===== config.mk =====
export PLATFORM = sky130hd
export DESIGN_NAME = tdm_demux16_flat
export DESIGN_NICKNAME = d
export VERILOG_FILES = /design/src/rtl/tdm_demux16_if.sv /design/src/rtl/tdm_demux16.sv /design/src/flat_wrapper.sv
export SDC_FILE = /design/constraint.sdc
export NUM_CORES = 1
export LEC_CHECK = 0
export CAP_MARGIN = 20
export CORE_MARGIN = 2
export CORE_UTILIZATION = 56
export CTS_BUF_LIST = sky130_fd_sc_hd__clkbuf_4 sky130_fd_sc_hd__clkbuf_8
export DETAILED_ROUTE_END_ITERATION = 8
export PLACE_DENSITY = 0.93
export REMOVE_ABC_BUFFERS = 1
export SLEW_MARGIN = 0
export SYNTH_ARGS = -nofsm -noshare
export SYNTH_HDL_FRONTEND = slang
export SYNTH_SLANG_ARGS = --single-unit

===== constraint.sdc =====
create_clock -name clk -period 3.3 [get_ports clk]
set_clock_uncertainty 0.05 [all_clocks]
set_input_delay 0.495 -clock clk [delete_from_list [all_inputs] [get_ports clk]]
set_output_delay 0.495 -clock clk [all_outputs]
set_load 0.02 [all_outputs]

===== src/rtl/tdm_demux16_if.sv =====
// Serial TDM link bundle: transmit-side slot bits in, parallel frame plus status out.
// master = bit source, slave = demultiplexer.
interface tdm_demux16_if #(
    parameter int SEL_W = 4,
    parameter int N     = 1 << SEL_W
);
    logic             in_valid;
    logic             in_bit;
    logic             in_sync;
    logic [N-1:0]     d_out;
    logic             frame_valid;
    logic [SEL_W-1:0] cur_sel;
    logic             locked;
    logic             sync_err;
    logic             parity_err;

    modport master (
        output in_valid, in_bit, in_sync,
        input  d_out, frame_valid, cur_sel, locked, sync_err, parity_err
    );

    modport slave (
        input  in_valid, in_bit, in_sync,
        output d_out, frame_valid, cur_sel, locked, sync_err, parity_err
    );
endinterface


===== src/rtl/tdm_demux16.sv =====
// Purpose: 16-slot TDM serial-to-parallel demux, frame-sync aligned; TDM_DEMUX_PARITY_EN adds a trailing even-parity bit.
// Latency: frame_valid/d_out 1 cycle after the last accepted bit of a frame; all outputs registered.
// Backpressure: none; in_valid=0 stalls the slot counter and holds all state.
module tdm_demux16 #(
    parameter int SEL_W = 4,
    parameter int N     = 1 << SEL_W
) (
    input  logic          clk,
    input  logic          rst_n,
    tdm_demux16_if.slave  bus
);
    localparam logic [1:0] HUNT = 2'd0;
    localparam logic [1:0] RECV = 2'd1;
`ifdef TDM_DEMUX_PARITY_EN
    localparam logic [1:0] PAR  = 2'd2;
`endif
    localparam logic [SEL_W-1:0] LAST = SEL_W'(N - 1);

    logic [1:0]       state;
    logic [N-1:0]     shadow;
    logic [N-1:0]     d_q;
    logic [SEL_W-1:0] sel;
    logic             fv_q;
    logic             se_q;
    logic [N-1:0]     slot0;

    // A sync bit always starts a fresh frame holding only slot 0.
    assign slot0 = {{(N-1){1'b0}}, bus.in_bit};

`ifdef TDM_DEMUX_PARITY_EN
    logic pe_q;
    assign bus.parity_err = pe_q;
`else
    logic [N-1:0] last_frame;
    assign last_frame     = shadow | {bus.in_bit, {(N-1){1'b0}}};
    assign bus.parity_err = 1'b0;
`endif

    always_ff @(posedge clk or negedge rst_n) begin
        if (!rst_n) begin
            state  <= HUNT;
            shadow <= '0;
            d_q    <= '0;
            sel    <= '0;
            fv_q   <= 1'b0;
            se_q   <= 1'b0;
`ifdef TDM_DEMUX_PARITY_EN
            pe_q   <= 1'b0;
`endif
        end else begin
            fv_q <= 1'b0;
            se_q <= 1'b0;
`ifdef TDM_DEMUX_PARITY_EN
            pe_q <= 1'b0;
`endif
            if (bus.in_valid) begin
                case (state)
                    HUNT: begin
                        if (bus.in_sync) begin
                            shadow <= slot0;
                            sel    <= SEL_W'(1);
                            state  <= RECV;
                        end
                    end
                    RECV: begin
                        if (bus.in_sync && (sel != '0)) begin
                            se_q   <= 1'b1;
                            shadow <= slot0;
                            sel    <= SEL_W'(1);
                        end else if (sel == LAST) begin
`ifdef TDM_DEMUX_PARITY_EN
                            // Slot N-1 goes into the shadow; publication waits for the parity bit.
                            shadow[LAST] <= bus.in_bit;
                            state        <= PAR;
`else
                            d_q    <= last_frame;
                            fv_q   <= 1'b1;
                            shadow <= '0;
                            sel    <= '0;
`endif
                        end else begin
                            shadow[sel] <= bus.in_bit;
                            sel         <= sel + SEL_W'(1);
                        end
                    end
`ifdef TDM_DEMUX_PARITY_EN
                    PAR: begin
                        if (bus.in_sync) begin
                            se_q   <= 1'b1;
                            shadow <= slot0;
                            sel    <= SEL_W'(1);
                        end else begin
                            d_q    <= shadow;
                            fv_q   <= 1'b1;
                            pe_q   <= (^shadow) ^ bus.in_bit;
                            shadow <= '0;
                            sel    <= '0;
                        end
                        state <= RECV;
                    end
`endif
                    default: state <= HUNT;
                endcase
            end
        end
    end

    assign bus.d_out       = d_q;
    assign bus.frame_valid = fv_q;
    assign bus.sync_err    = se_q;
    assign bus.cur_sel     = sel;
    assign bus.locked      = (state != HUNT);

endmodule


===== src/flat_wrapper.sv =====
// flat-port wrapper written by rule: the top's interface ports become plain ports
module tdm_demux16_flat 
#(
    parameter int SEL_W = 4,
    parameter int N     = 1 << SEL_W
)
  (clk, rst_n, bus_in_valid, bus_in_bit, bus_in_sync, bus_d_out, bus_frame_valid, bus_cur_sel, bus_locked, bus_sync_err, bus_parity_err);
  tdm_demux16_if #(.SEL_W(SEL_W), .N(N)) bus_i ();
  input  logic clk;
  input  logic rst_n;
  input wire logic [$bits(bus_i.in_valid)-1:0] bus_in_valid;
  input wire logic [$bits(bus_i.in_bit)-1:0] bus_in_bit;
  input wire logic [$bits(bus_i.in_sync)-1:0] bus_in_sync;
  output wire logic [$bits(bus_i.d_out)-1:0] bus_d_out;
  output wire logic [$bits(bus_i.frame_valid)-1:0] bus_frame_valid;
  output wire logic [$bits(bus_i.cur_sel)-1:0] bus_cur_sel;
  output wire logic [$bits(bus_i.locked)-1:0] bus_locked;
  output wire logic [$bits(bus_i.sync_err)-1:0] bus_sync_err;
  output wire logic [$bits(bus_i.parity_err)-1:0] bus_parity_err;
  assign bus_i.in_valid = bus_in_valid;
  assign bus_i.in_bit = bus_in_bit;
  assign bus_i.in_sync = bus_in_sync;
  assign bus_d_out = bus_i.d_out;
  assign bus_frame_valid = bus_i.frame_valid;
  assign bus_cur_sel = bus_i.cur_sel;
  assign bus_locked = bus_i.locked;
  assign bus_sync_err = bus_i.sync_err;
  assign bus_parity_err = bus_i.parity_err;
  tdm_demux16 #(.SEL_W(SEL_W), .N(N)) u_core (.clk(clk), .rst_n(rst_n), .bus(bus_i));
endmodule

==> Word level (Yosys, flattened, before mapping) <==
Cells that the tools add are included.
{ "classes": {"add_sub_neg": 1, "mul": 0, "div": 0, "magnitude_cmp": 2, "eq_ne": 3, "n_shift": 0, "muxes": 20, "n_bitwise": 3, "n_reduce_logical": 9} }
{ "ops": {"columns": ["op", "count"], "rows": [
  ["$mux 16", 3],
  ["$pmux 16 s2", 1],
  ["$bwmux 16", 1],
  ["$or 16x16->16", 1],
  ["$mux 4", 3],
  ["$mux 1", 8],
  ["$pmux 4 s2", 1],
  ["$reduce_and 3->1", 2],
  ["$lt 4x5->1 const B", 1],
  ["$add 4x1->4 const B", 1],
  ["$demux 1 s4", 1],
  ["$eq 4x4->1 const B", 1],
  ["$ge 4x1->1 const B", 1],
  ["$pmux 2 s2", 1],
  ["$reduce_and 4->1", 1],
  ["$reduce_bool 2->1", 2],
  ["$reduce_bool 4->1", 1],
  ["$eq 2x1->1 const B", 1],
  ["$logic_and 1x1->1", 2],
  ["$logic_not 2->1", 1],
  ["$mux 2", 1],
  ["$ne 2x2->1 const B", 1],
  ["$not 1->1", 2]
]} }
{ "word_totals": {"register_bits": 40, "latch_bits": 0, "mem_bits_rw": 0, "mem_bits_ro": 0, "in_bits": 5, "out_inout_bits": 24, "n_memories": 0} }

==> Longest topological paths before layout <==
{ "depth": {"word_depth": 8, "depth_mapped": 7, "mapped_depth_nobuf": 5} }

==> Worst setup path before layout <==
OpenSTA, ideal clock, no wires.
{ "synth_timing": {"path_kind": "reg2reg", "start": "register u_core.sel[0] (netlist: u_core.bus.cur_sel[0])", "end": "register u_core.d_q[1] (netlist: u_core.bus.d_out[1])", "setup_ns": 0.125, "arrival_ns": 2.291, "required_time_ns": 3.125, "slack_ns": 0.834, "stages_incl_launch_ff": 8, "n_path_buf": 2, "period_less_slack_ns": 2.466, "path_cell_list": "dfrtp_1 -> inv_1 -> ha_1 -> or3b_1 -> buf_6 -> a211oi_4 -> buf_12 -> mux2_4"} }
{ "synth_between": {"elab_chain_cells": 4, "word_cells_on_any_way": 5} }
{ "synth_lines": {"columns": ["item", "line_no", "source"], "rows": [
  ["from (decl)", "tdm_demux16.sv:22", "logic [SEL_W-1:0] sel;"],
  ["from (signal assigned)", "tdm_demux16.sv:83", "sel <= sel + SEL_W'(1);"],
  ["$reduce_bool 4->1", "tdm_demux16.sv:66", "if (bus.in_sync && (sel != '0)) begin"],
  ["$logic_and 1x1->1", "tdm_demux16.sv:66", null],
  ["$not 1->1 (no line)", null, null],
  ["$reduce_and 4->1 (no line) (*)", null, null],
  ["to (signal assigned)", "tdm_demux16.sv:76", "d_q <= last_frame;"],
  ["to (decl)", "tdm_demux16.sv:21", "logic [N-1:0] d_q;"]
]} }
Every way passes the cells marked *; elsewhere a longest branch is shown, timed or not.
A chain may end at the register's enable or synchronous reset.

==> Worst setup path after layout <==
{ "layout_timing": {"start": "register u_core.sel[0] (netlist: u_core.bus.cur_sel[0])", "end": "register u_core.d_q[12] (netlist: u_core.bus.d_out[12])"} }
Same word-level chain as after synthesis.

==> summary.md <==
| Metric | Value |
|---|---|
| Inserted Clock Buffers | 5 |
| DP HPWL | 3005 um |
| DRC viols | 0 |
| Diodes inserted | 0 |
| Leading area contributor after synthesis | dfrtp_1 |
| Flop2flop setup slack | 690 ps |
| Slew HR | 43.01% |
| Initial DRC Count | 89 |
| Avg WL per Cell | 18.31 um |
| Pwr/cell area | 569.4 nW/um^2 |
| Die Area | 4057 sq um |
| Ranking of synthesized cells by area | dfrtp_1 (49%), mux2_4 (6.0%), a32o_1 (4.5%), mux2_2 (4.5%), ha_1 (2.5%) |
| Placed Cells | 231 |
| Clk_lat worst skew | 350 ps |
| CP max FO | 10 |
| Unrepaired setup endpoints after global routing | no |
| Area grow syn2layout | 15.74% |
| Share of cells above drive strength 1 | 15.63% |
| Via count | 1517 |
| Yosys reg bits | 39 |
| Clock Path Buffers | 2 |
| Core Rows | 21 |
| Pre-antenna DRT Iters | 4 |
| Total Wirelength | 4358 um |
| # Max-Cap Violations | 0 |
| ANT nets after route | 0 |
| Post-CTS resize count | 0 |
| NetSw | 479.0 uW |
| Post-synth EDFFs | 0 |
| Fmax achieved | 0.3835 GHz |
| H-Tree Depth | 2 |
| Post-Syn Area | 1996 sq um |
| Startpoint Class | register |
| Sequential share of the synthesized area | 48.90% |
| Pint | 836.1 uW |
| Overall Global Routing Usage | 23.96% |
| Chip Height | 63.70 um |
| First-pass GRT wire length | 7341 um |
| Final max-slew violation count | 0 |
| # IOs | 29 |
| Final setup fails | 0 |
| Setup Crit Path Kind | reg2reg |
| Total power draw | 1.315 mW |
| Critical path data required time | 3490 ps |
| Final worst-path cycle share | 79.02% |
| Initial core utilization | 58.88% |
| Post-synth cell types | 47 |
| Final Util | 68.14% |
| Yosys top cell area share | 48.90% |
| # Post-CTS Setup Buffers | 0 |
| Main synth FF type | dfrtp_1 |
| Combinational power share | 32.3% |
| Gr ovfl total | 0 |
| Core area | 3390 sq um |
| Clk Tree Root Cell | clkbuf_4 |
| Sequential power share | 48.7% |
| Clk pwr share | 19.0% |
| Leakage power | 1.024 nW |
| Worst Setup End Kind | register |
| Setup TNS | 0 ps |
| Final Hold Violating Endpoints | 0 |
| Status | completed |
| HP Class | in2async |
| Final #Nets | 201 |
| CTS tree | built |
| Hold-fix buffers at CTS | 0 |
| Synth warn | 0 |
| Switching share of power | 36.42% |
| Vias in the first global route | 1519 |
| Die W | 63.70 um |
| Async SR Flop Fraction | 100.0% |
| Worst-margin pin slew | 854.8 ps |
| PortBufs | 27 |
| Final min period | 2608 ps |
| Clk slew on worst S/H paths | 110 ps |
| Placer Congestion | 0.9113 |
| Antenna violations before repair | 0 |
| Crit path DAT | 2800 ps |
| CTS Sinks | 39 |
| Post-Layout Cell Count | 238 |
| Vias per cell | 6.374 |
| Synthesized area per cell | 11.74 sq um |
| Cell count after synthesis | 170 |
| Worst IR Drop VDD | 0.0003110 V |
| Largest net degree at the start of global routing | 40 |
[synth_stat cells (2+ instances only)]
cell type and instances:
a2111oi_0 2, a21o_1 4, a21oi_1 4, a221o_1 2, a32o_1 9, and2_1 3, and3_1 2, clkbuf_1 10
dfrtp_1 39, ha_1 4, inv_1 7, mux2_2 8, mux2_4 8, nand2_1 6, nand3_1 5, nor2_1 2
nor2b_1 6, nor3b_1 5, nor4_1 3, o2111ai_1 2, o211ai_1 5, o21ai_0 7, or2_2 2, or4bb_1 2
[metal layers]
layer	share of wire, %	track usage, %	routed length (um)	vias to the layer above
li1	-	-	-	680
met2	49	37.76	2141	71
met5	0	0	0	-
met3	5.9	6.964	255	13
met4	2.4	13.04	104	0
met1	43	29.52	1857	753
[power groups by stage]
stage               clock network [mW]  logic [mW]  registers [mW]
finish                           0.249       0.425           0.641
floorplan                            0       0.255           0.647
detailed placement                   0       0.419           0.643
CTS                              0.258       0.421           0.636
global placement                     0       0.396           0.636
global route                     0.281       0.463           0.650
[worst paths after layout]
check                                 startpoint                   end  cells past startpoint
max                        u_core.bus.cur_sel[0]  u_core.bus.d_out[12]                      6
min                                        rst_n   u_core.bus.d_out[4]                      1
max reg2reg                u_core.bus.cur_sel[0]  u_core.bus.d_out[12]                      6
min reg2reg                    u_core.shadow[11]     u_core.shadow[11]                      1
max in group asynchronous                  rst_n  u_core.bus.d_out[14]                      1
min in group clk               u_core.shadow[11]     u_core.shadow[11]                      1
[final cells by class]
cell class                      count  area (sq um)
Inverter                            7         26.28
Clock buffer                        6         51.30
Timing Repair Buffer               29         280.3
Clock inverter                      1         5.005
Tap cell                           46         57.56
Fill cell                         250          1080
Sequential cell                    39         975.9
Multi-Input combinational cell    110         913.4
[cells in the final DEF, fill, tap and decap left out, types with 4 or more instances in the layout]
cell type,synthesis,routed
nand3_1,5,5
nand2_1,6,6
a32o_1,9,9
a21oi_1,4,4
mux2_4,8,8
clkbuf_4,0,5
a21o_1,4,4
o211ai_1,5,5
nor2b_1,6,6
o21ai_0,7,7
dfrtp_1,39,39
mux2_2,8,8
ha_1,4,4
inv_1,7,7
clkdlybuf4s50_1,0,26
nor3b_1,5,5
[cells by family after synthesis]
logic type               after synthesis  share of synthesized area, %
other                                  1                        0.1879
adder cells (fa/ha/maj)                4                         2.508
AND/OR/NAND/NOR                       41                         12.73
flip-flops                            39                         48.90
buffers and inverters                 21                         5.330
XOR/XNOR                               1                        0.4390
multiplexers                          17                         11.03
AO/OA/AOI/OAI                         46                         18.87
[state kept, by name, summed over array words and instances, names as in the netlist]
name                    cells
u_core.bus.cur_sel          4
u_core.shadow              16
u_core.bus.d_out           16
u_core.bus.sync_err         1
u_core.state                1
u_core.bus.frame_valid      1
[stage by stage]
step                setup WS [ps]  hold slack [ps]  cell area, sq um
global placement            847.8            433.9              2253
CTS                         716.5            205.8              2310
detailed placement          710.0            443.4              2253
floorplan                   632.7            149.4              1916
global route                612.0            237.9              2310
finish                      692.4            184.2              2310
[worst max-delay path, stage by stage (launching register included)]
cell	delay (ps)
dfrtp_1	450
inv_1	150
ha_1	390
or3b_1	540
a211oi_4	320
buf_4	240
mux2_2	360
Power figures use the tool's default switching activity.
